**src/rtl/line_fetch.sv**
```systemverilog
// Fetches one cache line (or one uncached word) over pipelined Wishbone; each returned word appears one cycle after its ack.
// Latency: strobes start the cycle after i_req; o_done coincides with the final o_valid. Slave stall holds o_wb_addr; o_busy blocks new requests.
module line_fetch #(
   parameter int ADDRESS_WIDTH = 30,
   parameter int DATA_WIDTH    = 32,
   parameter int LGLINE        = 3
) (
   input  logic                     i_clk,
   input  logic                     i_reset_n,
   input  logic                     i_req,
   input  logic [ADDRESS_WIDTH-1:0] i_addr,
   input  logic                     i_cachable,
   output logic                     o_busy,
   output logic                     o_wb_cyc,
   output logic                     o_wb_stb,
   output logic [ADDRESS_WIDTH-1:0] o_wb_addr,
   input  logic                     i_wb_stall,
   input  logic                     i_wb_ack,
   input  logic                     i_wb_err,
   input  logic [DATA_WIDTH-1:0]    i_wb_data,
   output logic                     o_valid,
   output logic [LGLINE-1:0]        o_idx,
   output logic [DATA_WIDTH-1:0]    o_data,
   output logic                     o_done,
   output logic                     o_err
);

   localparam int AW = ADDRESS_WIDTH;
   localparam int DW = DATA_WIDTH;
   localparam logic [LGLINE:0] LINE_CNT = (LGLINE+1)'(1 << LGLINE);
   localparam logic [LGLINE:0] ONE_CNT  = (LGLINE+1)'(1);

   typedef enum logic {IDLE, BUS} state_t;

   state_t          r_state;
   logic            r_wb_cyc;
   logic            r_wb_stb;
   logic [AW-1:0]   r_wb_addr;
   logic [LGLINE:0] r_req_left;
   logic [LGLINE:0] r_ack_cnt;
   logic [LGLINE:0] r_ack_need;
   logic            r_valid;
   logic            r_done;
   logic            r_err;
   logic [LGLINE-1:0] r_idx;
   logic [DW-1:0]   r_data;

   logic [AW-1:0]   w_base;
   logic [LGLINE:0] w_count;
   logic            w_strobe_ok;
   logic            w_ack;
   logic            w_last_ack;

   assign w_base      = i_cachable ? {i_addr[AW-1:LGLINE], {LGLINE{1'b0}}} : i_addr;
   assign w_count     = i_cachable ? LINE_CNT : ONE_CNT;
   assign w_strobe_ok = r_wb_stb && !i_wb_stall;
   // Acks outside a cycle or past the expected count never reach the output path.
   assign w_ack       = r_wb_cyc && i_wb_ack && !i_wb_err && (r_ack_cnt < r_ack_need);
   assign w_last_ack  = w_ack && (r_ack_cnt == r_ack_need - ONE_CNT);

   always_ff @(posedge i_clk or negedge i_reset_n) begin
      if (!i_reset_n) begin
         r_state    <= IDLE;
         r_wb_cyc   <= 1'b0;
         r_wb_stb   <= 1'b0;
         r_wb_addr  <= '0;
         r_req_left <= '0;
         r_ack_cnt  <= '0;
         r_ack_need <= '0;
         r_valid    <= 1'b0;
         r_done     <= 1'b0;
         r_err      <= 1'b0;
         r_idx      <= '0;
         r_data     <= '0;
      end else begin
         r_valid <= 1'b0;
         r_done  <= 1'b0;
         r_err   <= 1'b0;
         if (r_state == IDLE) begin
            if (i_req) begin
               r_state    <= BUS;
               r_wb_cyc   <= 1'b1;
               r_wb_stb   <= 1'b1;
               r_wb_addr  <= w_base;
               r_req_left <= w_count;
               r_ack_need <= w_count;
               r_ack_cnt  <= '0;
            end
         end else begin
            if (w_strobe_ok) begin
               r_wb_addr  <= r_wb_addr + AW'(1);
               r_req_left <= r_req_left - ONE_CNT;
               if (r_req_left == ONE_CNT)
                  r_wb_stb <= 1'b0;
            end
            // Error wins over a simultaneous ack and aborts the remaining strobes.
            if (r_wb_cyc && i_wb_err) begin
               r_wb_cyc <= 1'b0;
               r_wb_stb <= 1'b0;
               r_state  <= IDLE;
               r_err    <= 1'b1;
               r_done   <= 1'b1;
            end else if (w_ack) begin
               r_valid   <= 1'b1;
               r_data    <= i_wb_data;
               r_idx     <= r_ack_cnt[LGLINE-1:0];
               r_ack_cnt <= r_ack_cnt + ONE_CNT;
               if (w_last_ack) begin
                  r_wb_cyc <= 1'b0;
                  r_wb_stb <= 1'b0;
                  r_state  <= IDLE;
                  r_done   <= 1'b1;
               end
            end
         end
      end
   end

   assign o_busy    = (r_state == BUS);
   assign o_wb_cyc  = r_wb_cyc;
   assign o_wb_stb  = r_wb_stb;
   assign o_wb_addr = r_wb_addr;
   assign o_valid   = r_valid;
   assign o_idx     = r_idx;
   assign o_data    = r_data;
   assign o_done    = r_done;
   assign o_err     = r_err;

endmodule

```
**config.mk**
```make
export PLATFORM = sky130hd
export DESIGN_NAME = line_fetch
export DESIGN_NICKNAME = d
export VERILOG_FILES = /design/src/rtl/line_fetch.sv
export SDC_FILE = /design/constraint.sdc
export NUM_CORES = 1
export LEC_CHECK = 0
export BUFFER_PORTS_ARGS = -buffer_cell sky130_fd_sc_hd__buf_2
export CORE_MARGIN = 3
export CORE_UTILIZATION = 51
export CTS_CLUSTER_DIAMETER = 150
export DETAILED_ROUTE_END_ITERATION = 7
export PLACE_DENSITY = 0.81
export SLEW_MARGIN = 20
export SYNTH_ARGS = -nofsm -noshare
export SYNTH_HDL_FRONTEND = slang
export SYNTH_SLANG_ARGS = --single-unit
```
**constraint.sdc**
```tcl
create_clock -name i_clk -period 3.08 [get_ports i_clk]
set_input_delay 0.154 -clock i_clk [delete_from_list [all_inputs] [get_ports i_clk]]
set_output_delay 0.154 -clock i_clk [all_outputs]
set_load 0.01 [all_outputs]
```
**Word level (Yosys, flattened, before mapping)**

Index checks and enable logic that the tools add are counted.

- Add/subtract/negate cells: 4
- $lt $le $gt $ge: 1
- Equality and inequality tests: 7
- Multiplexer cells: 37
- Bitwise gates (word level): 2
- Reductions and logical operators: 14

Operators with widths:

| cell | number |
|---|---|
| 30-bit two-way mux | 3 |
| 4-bit two-way mux | 8 |
| 30-bit by 1-bit adder with 30-bit output, second input constant | 1 |
| 1-bit two-way mux | 25 |
| 3-bit AND reduction | 3 |
| 4-bit by 1-bit subtractor with 4-bit output, second input constant | 2 |
| 1-bit logical AND | 6 |
| 3-bit by 1-bit != test with 1-bit output, second input constant | 2 |
| 4-bit by 1-bit adder with 4-bit output, second input constant | 1 |
| 4-bit by 1-bit == test with 1-bit output, second input constant | 1 |
| 4-bit == test | 1 |
| 4-bit < comparator | 1 |
| 2-bit by 1-bit != test with 1-bit output, second input constant | 2 |
| 2-bit AND reduction | 2 |
| 3-bit two-way mux | 1 |
| 1-bit logical NOT | 2 |
| 2-bit != test, second input constant | 1 |
| 1-bit NOT | 2 |
| 2-bit nonzero test | 1 |

- Bits in registers: 83
- Input port bits: 69
- Output and inout bits: 71
- Word-level logic and storage cells: 77

**Logic depth before layout (Yosys ltp)**

Gate-level depths: netlist of the first run.

- Word-level depth: 8
- Mapped depth: 8
- Depth with buffers taken out: 7

**Worst setup path after synthesis of the first run**

Ideal clock, no wire load.

- Kind: flip-flop to flip-flop
- Start point: register r_ack_cnt[0]
- End point: register r_data[10] (netlist: o_data[10])
- Setup time: 0.125 ns
- Data arrival time: 1.859 ns
- Data required time: 2.955 ns
- Slack: 1.096 ns
- Stages on the path, launching flop included: 7
- Path buffers: 1
- Clock period less this slack: 1.984 ns
- Cells stage by stage: dfrtp_1 inv_1 ha_1 or3b_1 a211oi_2 buf_2 mux2_2

- Cells in the longest elaborated chain, start to end: 3

Ends and longest elaborated chain:

| item | RTL line | text |
|---|---|---|
| start: declaration | 40 | `logic [LGLINE:0] r_ack_cnt;` |
| start signal: assignment | 107 | `r_ack_cnt <= r_ack_cnt + ONE_CNT;` |
| 4-bit < comparator | 58 | `assign w_ack = r_wb_cyc && i_wb_ack && !i_wb_err && (r_ack_cnt < r_ack_need);` |
| 1-bit logical AND | 58 |  |
| 3-bit AND reduction (no source line) | -- |  |
| end signal: assignment | 105 | `r_data <= i_wb_data;` |
| end: declaration | 46 | `logic [DW-1:0] r_data;` |

Every way passes these cells.
A chain may end at the register's enable or synchronous reset.

**Worst setup path in the final report of the first run**

- Start point: register r_state (netlist: o_busy)
- End point: register r_wb_addr[2] (netlist: o_wb_addr[2])

- Cells in the longest elaborated chain, start to end: 2
- Elaborated cells on any way between the ends: 4
- Those cells by class: eq/ne (1); mux (1); reduce/logical (2)

Ends and longest elaborated chain:

| item | RTL line | text |
|---|---|---|
| start: declaration | 35 | `state_t r_state;` |
| start signal: assignment | 63 | `r_state <= IDLE;` |
| start signal: assignment | 81 | `r_state <= BUS;` |
| start signal: assignment | 100 | `r_state <= IDLE;` |
| 2-bit by 1-bit != test with 1-bit output (no source line) / 2-bit nonzero test (equally long branches) | -- |  |
| 2-bit AND reduction (no source line) | -- |  |
| end signal: assignment | 84 | `r_wb_addr <= w_base;` |
| end signal: assignment | 91 | `r_wb_addr <= r_wb_addr + AW'(1);` |
| end: declaration | 38 | `logic [AW-1:0] r_wb_addr;` |

Several ways; a longest one is shown, not always the timed one.

==> results.py, run 1 <==
metrics = {
    "status": {
        "outcome": "complete, no violations",
    },
    "synth": {
        "sequential_share_of_the_synthesized_area_pct": 50.5,
        "syn_avg_cell_area_um2": 10.3,
        "syn_area_um2": 4010,
        "postSynthNetCount": 464,
        "ys_warn_count": 0,
        "post_synth_edffs": 0,
        "postSynth.asyncResetShare_pct": 100,
        "ys_dominant_reg_cell": "sky130_fd_sc_hd__dfrtp_1",
        "synth.ff_latch_count": 81,
        "ys_types": 54,
        "gate_count_after_technology_mapping": 389,
    },
    "layout": {
        "post_route_cells_drive_above_1_share_pct": 39.5,
        "commonest_cells_after_routing_fill_and_taps_aside": "sky130_fd_sc_hd__buf_2, sky130_fd_sc_hd__dfrtp_1, sky130_fd_sc_hd__mux2_2",
        "antenna-diode-count": 0,
        "finish.utilization_pct": 67.8,
        "area_delta_synth_final_pct": 25.9,
        "fin_nets": 599,
        "fillCellCount": 601,
        "most_common_cell_after_layout_fill_and_taps_aside": "sky130_fd_sc_hd__buf_2",
    },
    "timing": {
        "period_minus_slack_ps": 2240,
        "hold_violations": 0,
        "timing.setup.tns_ps": 0,
        "tightest_slew_ps": 556,
        "rsz_0062_raised_after_global_routing": "no",
        "timing.final.max_slew_violations": 0,
        "min_period_over_period_pct": 72.7,
        "setup_viol_count_final": 0,
        "max_freq_ghz": 0.446,
        "skew_ps": 11.0,
        "timing.slew.headroom_pct": 62.9,
    },
    "die": {
        "core_um2": 7450,
        "core.rowCount": 31,
        "die_area_um2": 8970,
        "initial_utilization_pct": 53.9,
        "die_width_um": 94.7,
        "die_h_um": 94.7,
        "io_pins": 140,
    },
    "global_route": {
        "overflow": 0,
        "grt.total_usage_pct": 24.4,
        "grt_first_pass_wirelength_mm": 17.0,
        "grt_pass1_vias": 3523,
        "grt_antenna_before_repair": 0,
        "pin_count_of_the_biggest_net_entering_global_routing": 82,
    },
    "worst_setup_path": {
        "crit_path_max_incr_delay_ps": 670,
        "critPathSlowestCell": "sky130_fd_sc_hd__dfrtp_1",
        "worstSetupEndpointType": "flop",
        "start_kind": "flop",
        "worstPathMaxFanout": 15,
        "worst-setup-path-type": "flop to flop",
        "data_required_time_at_the_worst_endpoint_ps": 3330,
        "worstPathCellList": "inv_1 > nand2_1 > nand2_1 > o21a_1 > o22a_1",
        "worstPathArrival_ps": 2490,
        "timing.critical_path.mode_cell": "sky130_fd_sc_hd__nand2_1",
    },
    "power": {
        "power_density_nw_per_um2": 998,
        "switching_fraction_pct": 41.1,
        "share_comb_of_total_power_pct": 42.3,
        "leakagePower_nw": 2.36,
        "internal-power_mw": 2.97,
        "switchingPower_mw": 2.07,
        "clock_power_share_pct": 17.4,
        "sequential_group_share_of_total_power_pct": 40.3,
        "vdd_ir_drop_max_uv": 408,
    },
    "drt": {
        "first_pass_iters": 5,
        "detailedRoute.firstIterationViolations": 277,
        "routed_via_density": 5.84,
        "drt-total-wl_mm": 10.6,
        "drt_antenna_net_count": 0,
        "post_drt_wl_per_cell_um": 16.9,
        "drc_errors": 0,
        "dr_total_vias": 3667,
    },
    "clocking": {
        "number_of_cts_inserted_buffers": 9,
        "clock_tree_buffer_depth": 2,
        "cts.reportedPaths.clkPinSlew_ps": 90,
        "cts_max_level": 3,
        "worst_skew_pair_later_pin_latency_ps": 350,
        "cts_root_buf": "sky130_fd_sc_hd__clkbuf_8",
        "clock_sink_count": 81,
        "tritoncts": "done",
    },
    "job": {
        "cap_viol_max_count": 0,
    },
    "min_path": {
        "worstHoldPathType": "primary input to flop",
    },
    "placed_design": {
        "placement.io_buffers": 139,
        "hpwlAfterDp_mm": 7.46,
        "gpl.final_weighted_congestion": 0.887,
    },
}
-- power groups by stage --
stage	Clock, mW	Combinational [mW]	Sequential, mW
after floorplan	0	1.17	2.14
after global placement	0	2.06	2.01
after detailed placement	0	2.13	2.04
after CTS	0.891	2.14	2.02
after global routing	0.944	2.37	2.11
final	0.878	2.13	2.03
-- cells by family (layout without fill, tap and decap cells) --
kind of cell,after synthesis,in the layout,share of synthesized area [%]
multiplexers,40,40,11.1
adder cells (fa/ha/maj),6,6,1.87
flip-flops,81,81,50.5
buffers and inverters,35,175,3.65
AND/OR/NAND/NOR,145,145,19.3
AO/OA/AOI/OAI,79,79,12.9
XOR/XNOR,3,3,0.655
-- through the flow --
stage | total power, mW | std cells | hold WS, ps | setup slack [ps] | instance area (um2)
floorplan | 3.31 | 389 | -142 | 1100 | 4010
global placement | 4.07 | 610 | 383 | 977 | 4790
detailed placement | 4.17 | 610 | 387 | 879 | 4790
CTS | 5.05 | 626 | 3.89 | 833 | 5010
global route | 5.43 | 628 | 17.0 | 731 | 5050
finish | 5.04 | 628 | 31.5 | 840 | 5050
-- final timing paths --
| kind | from | end | slack, ps | depth (start not counted) |
|---|---|---|---|---|
| setup / recovery | o_busy | o_wb_addr[2] | 840 | 5 |
| hold / removal | i_wb_data[16] | o_data[16] | 30 | 2 |
| setup reg to reg | o_busy | o_wb_addr[2] | 840 | 5 |
| hold reg to reg | o_data[0] | o_data[0] | 510 | 1 |
| max in group asynchronous | i_reset_n | o_wb_addr[28] | 2210 | 3 |
| min in group asynchronous | i_reset_n | o_data[26] | 280 | 2 |
-- cells in the mapped netlist (2+ instances only) --
master	instances	area share, %
sky130_fd_sc_hd__nor4_1	2	0.31
sky130_fd_sc_hd__and3_1	10	1.6
sky130_fd_sc_hd__mux2_2	36	10
sky130_fd_sc_hd__a221oi_1	2	0.44
sky130_fd_sc_hd__buf_2	6	0.75
sky130_fd_sc_hd__nor3_1	14	1.7
sky130_fd_sc_hd__o221a_2	2	0.56
sky130_fd_sc_hd__a211oi_1	4	0.75
sky130_fd_sc_hd__nor2_1	29	2.7
sky130_fd_sc_hd__nand3b_1	4	0.75
sky130_fd_sc_hd__xor2_1	3	0.66
sky130_fd_sc_hd__and4_1	2	0.44
sky130_fd_sc_hd__nand2b_1	2	0.31
sky130_fd_sc_hd__nand2_1	35	3.3
sky130_fd_sc_hd__nand3_1	15	1.9
sky130_fd_sc_hd__nor3b_1	3	0.56
sky130_fd_sc_hd__nand4b_1	3	0.66
sky130_fd_sc_hd__ha_1	6	1.9
sky130_fd_sc_hd__or3_1	2	0.31
sky130_fd_sc_hd__o22ai_1	11	1.7
sky130_fd_sc_hd__o21a_1	2	0.37
sky130_fd_sc_hd__o32ai_1	2	0.44
sky130_fd_sc_hd__a311oi_1	6	1.3
sky130_fd_sc_hd__inv_1	11	1.0
sky130_fd_sc_hd__buf_1	4	0.37
sky130_fd_sc_hd__clkbuf_1	13	1.2
sky130_fd_sc_hd__nor2b_1	2	0.31
sky130_fd_sc_hd__dfrtp_1	81	51
sky130_fd_sc_hd__and2_1	2	0.31
sky130_fd_sc_hd__mux2i_1	4	1.0
sky130_fd_sc_hd__o211ai_1	2	0.37
sky130_fd_sc_hd__o21ai_0	14	1.7
sky130_fd_sc_hd__a21oi_1	25	3.1
sky130_fd_sc_hd__nand4_1	10	1.6
-- registers in the layout, indices dropped and copies added, names as in the netlist --
name,count
r_ack_need,2
o_err,1
o_valid,1
o_wb_addr,30
r_req_left,4
o_wb_cyc,1
r_ack_cnt,4
o_done,1
o_data,32
o_idx,3
o_wb_stb,1
o_busy,1
-- final cells by class --
| type | count | area [um2] | share of cell area (%) |
|---|---|---|---|
| clock buffers | 9 | 124 | 2.45 |
| clock inverters | 7 | 101 | 2.01 |
| inverters | 11 | 41.3 | 0.817 |
| multi-input cells | 273 | 1850 | 36.5 |
| flip-flops and latches | 81 | 2030 | 40.1 |
| well taps | 99 | 124 | 2.45 |
| repair buffers | 148 | 788 | 15.6 |
-- metal layers --
metal	global-route usage [%]	wire (um)
met1	33.4	4470
met2	39.6	5060
met3	4.06	933
met4	7.93	164
met5	0	0
-- worst max-delay path, delay by kind of cell (launching register included) --
family / cells / cell delay (ps)
buf+inv: 1 / 220
flops: 1 / 670
compound gates: 2 / 420
simple gates: 2 / 830
-- repair_timing --
item                                   CTS  global route
gates resized for setup                  0             0
hold buffers                             0             1
buffers inserted                         0             0
endpoints found under the hold margin    0            32
Note: power is estimated with default switching activity, not from simulation.
==> run 2, diff against run 1 <==
Settings changed: CORE_UTILIZATION 51 to 45, PLACE_DENSITY 0.81 to 0.76.
Clock period 3.08 ns to 1.8 ns, I/O delays scaled along.
==> run 2 against run 1 <==
The run now ends with negative setup slack left. First-iteration DRC count down 32%. Sequential share of layout area decreased by 6.5 points. Worst hold slack got worse by 19 ps. Wire length up 18%. Critical path type unchanged.
==> results.py, run 2 (same netlist as run 1, synthesis figures left out) <==
metrics = {
    "worst_setup_path": {
        "worstPathCellList": "inv_2 > ha_1 > or3b_4 > a211oi_4 > buf_6 > buf_12 > mux2_2",
        "critical_path.startpoint": "r_ack_cnt[0]",
        "data_required_time_at_the_worst_endpoint_ps": 2020,
        "worstPathArrival_ps": 2250,
        "worstSetupEndpointType": "flop",
        "worst-setup-path-type": "flop to flop",
        "cp_num_buf_inv": 3,
        "critPathSlowestCell": "sky130_fd_sc_hd__dfrtp_1",
        "regToRegStartpoint": "r_ack_cnt[0]",
        "cpLargestDelayFamily": "flip-flops",
        "worstPathMaxFanout": 13,
        "start_kind": "flop",
        "crit_path_max_incr_delay_ps": 400,
    },
    "layout": {
        "commonest_cells_after_routing_fill_and_taps_aside": "sky130_fd_sc_hd__buf_2, sky130_fd_sc_hd__dfrtp_1, sky130_fd_sc_hd__buf_4",
        "most_common_cell_after_layout_fill_and_taps_aside": "sky130_fd_sc_hd__buf_2",
        "fillCellCount": 672,
        "finish.utilization_pct": 71.6,
        "number_of_flip_flops_under_the_largest_register_name": 32,
        "area.sequential_um2": 2030,
        "antenna-diode-count": 0,
        "final_design_area_no_fill_um2": 6030,
        "post_route_cells_drive_above_1_share_pct": 46.3,
        "multi_input_area_um2": 1970,
        "area_delta_synth_final_pct": 50.4,
        "fin_nets": 698,
    },
    "drt": {
        "dr_total_vias": 4057,
        "drt_antenna_net_count": 0,
        "drc_errors": 0,
        "detailedRoute.firstIterationViolations": 189,
        "first_pass_iters": 5,
        "drt-total-wl_mm": 12.6,
        "post_drt_wl_per_cell_um": 17.2,
        "routed_via_density": 5.53,
    },
    "clocking": {
        "worst_skew_pair_later_pin_latency_ps": 340,
        "number_of_cts_inserted_buffers": 9,
        "clock_sink_count": 81,
        "cts_root_buf": "sky130_fd_sc_hd__clkbuf_8",
        "tritoncts": "done",
        "clock_tree_buffer_depth": 2,
        "cts_max_level": 3,
        "cts.reportedPaths.clkPinSlew_ps": 90,
    },
    "placed_design": {
        "post_dp_cell_area_um2": 5200,
        "placement.io_buffers": 139,
        "gpl.final_weighted_congestion": 0.883,
        "hpwlAfterDp_mm": 8.44,
    },
    "die": {
        "core_um2": 8420,
        "io_pins": 140,
        "core.rowCount": 33,
        "die_width_um": 100,
        "die_area_um2": 10100,
        "die_h_um": 100,
        "initial_utilization_pct": 47.6,
    },
    "power": {
        "report.power.total_mw": 9.62,
        "power_density_nw_per_um2": 1590,
        "leakagePower_nw": 2.86,
        "vdd_ir_drop_max_uv": 709,
    },
    "timing": {
        "period_minus_slack_ps": 2030,
        "tightest_slew_ps": 605,
        "timing.final.max_slew_violations": 0,
        "timing.setup.tns_ps": -7860,
        "setup_viol_count_final": 42,
        "timing.slew.headroom_pct": 59.7,
        "setup_slack_ps": -227,
        "skew_ps": 10.2,
        "hold_violations": 0,
        "hold_slack_ps": 12.8,
        "min_period_over_period_pct": 113,
        "rsz_0062_raised_after_global_routing": "yes",
        "max_freq_ghz": 0.493,
    },
    "min_path": {
        "worstHoldPathType": "primary input to flop",
        "hold_path_startpoint": "i_addr[12]",
    },
    "status": {
        "outcome": "complete, but fails checks",
        "violations": "negative setup slack",
    },
    "global_route": {
        "overflow": 0,
        "grt_first_pass_wirelength_mm": 19.5,
        "grt.total_usage_pct": 24.2,
        "grt_pass1_vias": 3964,
        "pin_count_of_the_biggest_net_entering_global_routing": 47,
        "grt_antenna_before_repair": 0,
    },
    "job": {
        "cap_viol_max_count": 0,
    },
}
[run 2: changes by cell type in the layout (fill, tap and decap cells not counted), moves of 3 or more]
cell and delta:
sky130_fd_sc_hd__and3_1 -4, sky130_fd_sc_hd__buf_6 +4, sky130_fd_sc_hd__dlygate4sd3_1 +33, sky130_fd_sc_hd__and3_4 +3, sky130_fd_sc_hd__buf_4 +59, sky130_fd_sc_hd__mux2_4 +13, sky130_fd_sc_hd__mux2_2 -13
[run 2: tightest hold or removal path: cells and delay by family]
kind,cells,cell delay [ps]
and+or+nand+nor,1,90
AOI/OAI and AO/OA,1,50
buffers and inverters,1,90
[run 2: repair_timing]
| action | 4_1_cts | 5_1_grt |
|---|---|---|
| resized for setup | 11 | 31 |
| pin swaps | 3 | 5 |
| hold endpoints to repair | 77 | 0 |
| cloned | 1 | 1 |
| hold buffers | 34 | 0 |
| buffers inserted | 6 | 12 |
| setup endpoints to repair | 50 | 67 |
[run 2: routing by layer]
metal	GRT usage, %	part of all wire (%)
met5	0	0
met4	5.91	1.1
met3	4.24	7.9
met2	40.4	49
met1	32.9	42
[run 2: power breakdown]
group	total [mW]	switching [mW]	internal, mW
clock network	1.33	0.656	0.675
logic	5.06	2.57	2.49
registers	3.23	0.580	2.65
[run 2: area by class of cell]
cell class | instances | area share [%]
Multi-Input combinational cell | 273 | 32.7
Clock inverter | 5 | 0.913
Clock buffer | 11 | 2.34
Inverter | 11 | 0.685
Sequential cell | 81 | 33.6
Timing Repair Buffer | 247 | 27.5
Tap cell | 105 | 2.18
[run 2: worst paths after layout]
kind	slack [ps]	cells past startpoint	to
min in group asynchronous	320	2	o_idx[0]
worst max-delay path	-230	7	o_data[20]
max in group asynchronous	870	3	o_wb_addr[24]
worst max register to register	-230	7	o_data[20]
worst min-delay path	10	3	o_wb_addr[12]
worst min register to register	510	1	o_data[0]
[run 2: metrics by stage]
stage,worst slack (ps),cells
finish,-227,733
global route,-281,733
CTS,-192,722
detailed placement,-202,665
global placement,-111,665
floorplan,-122,389
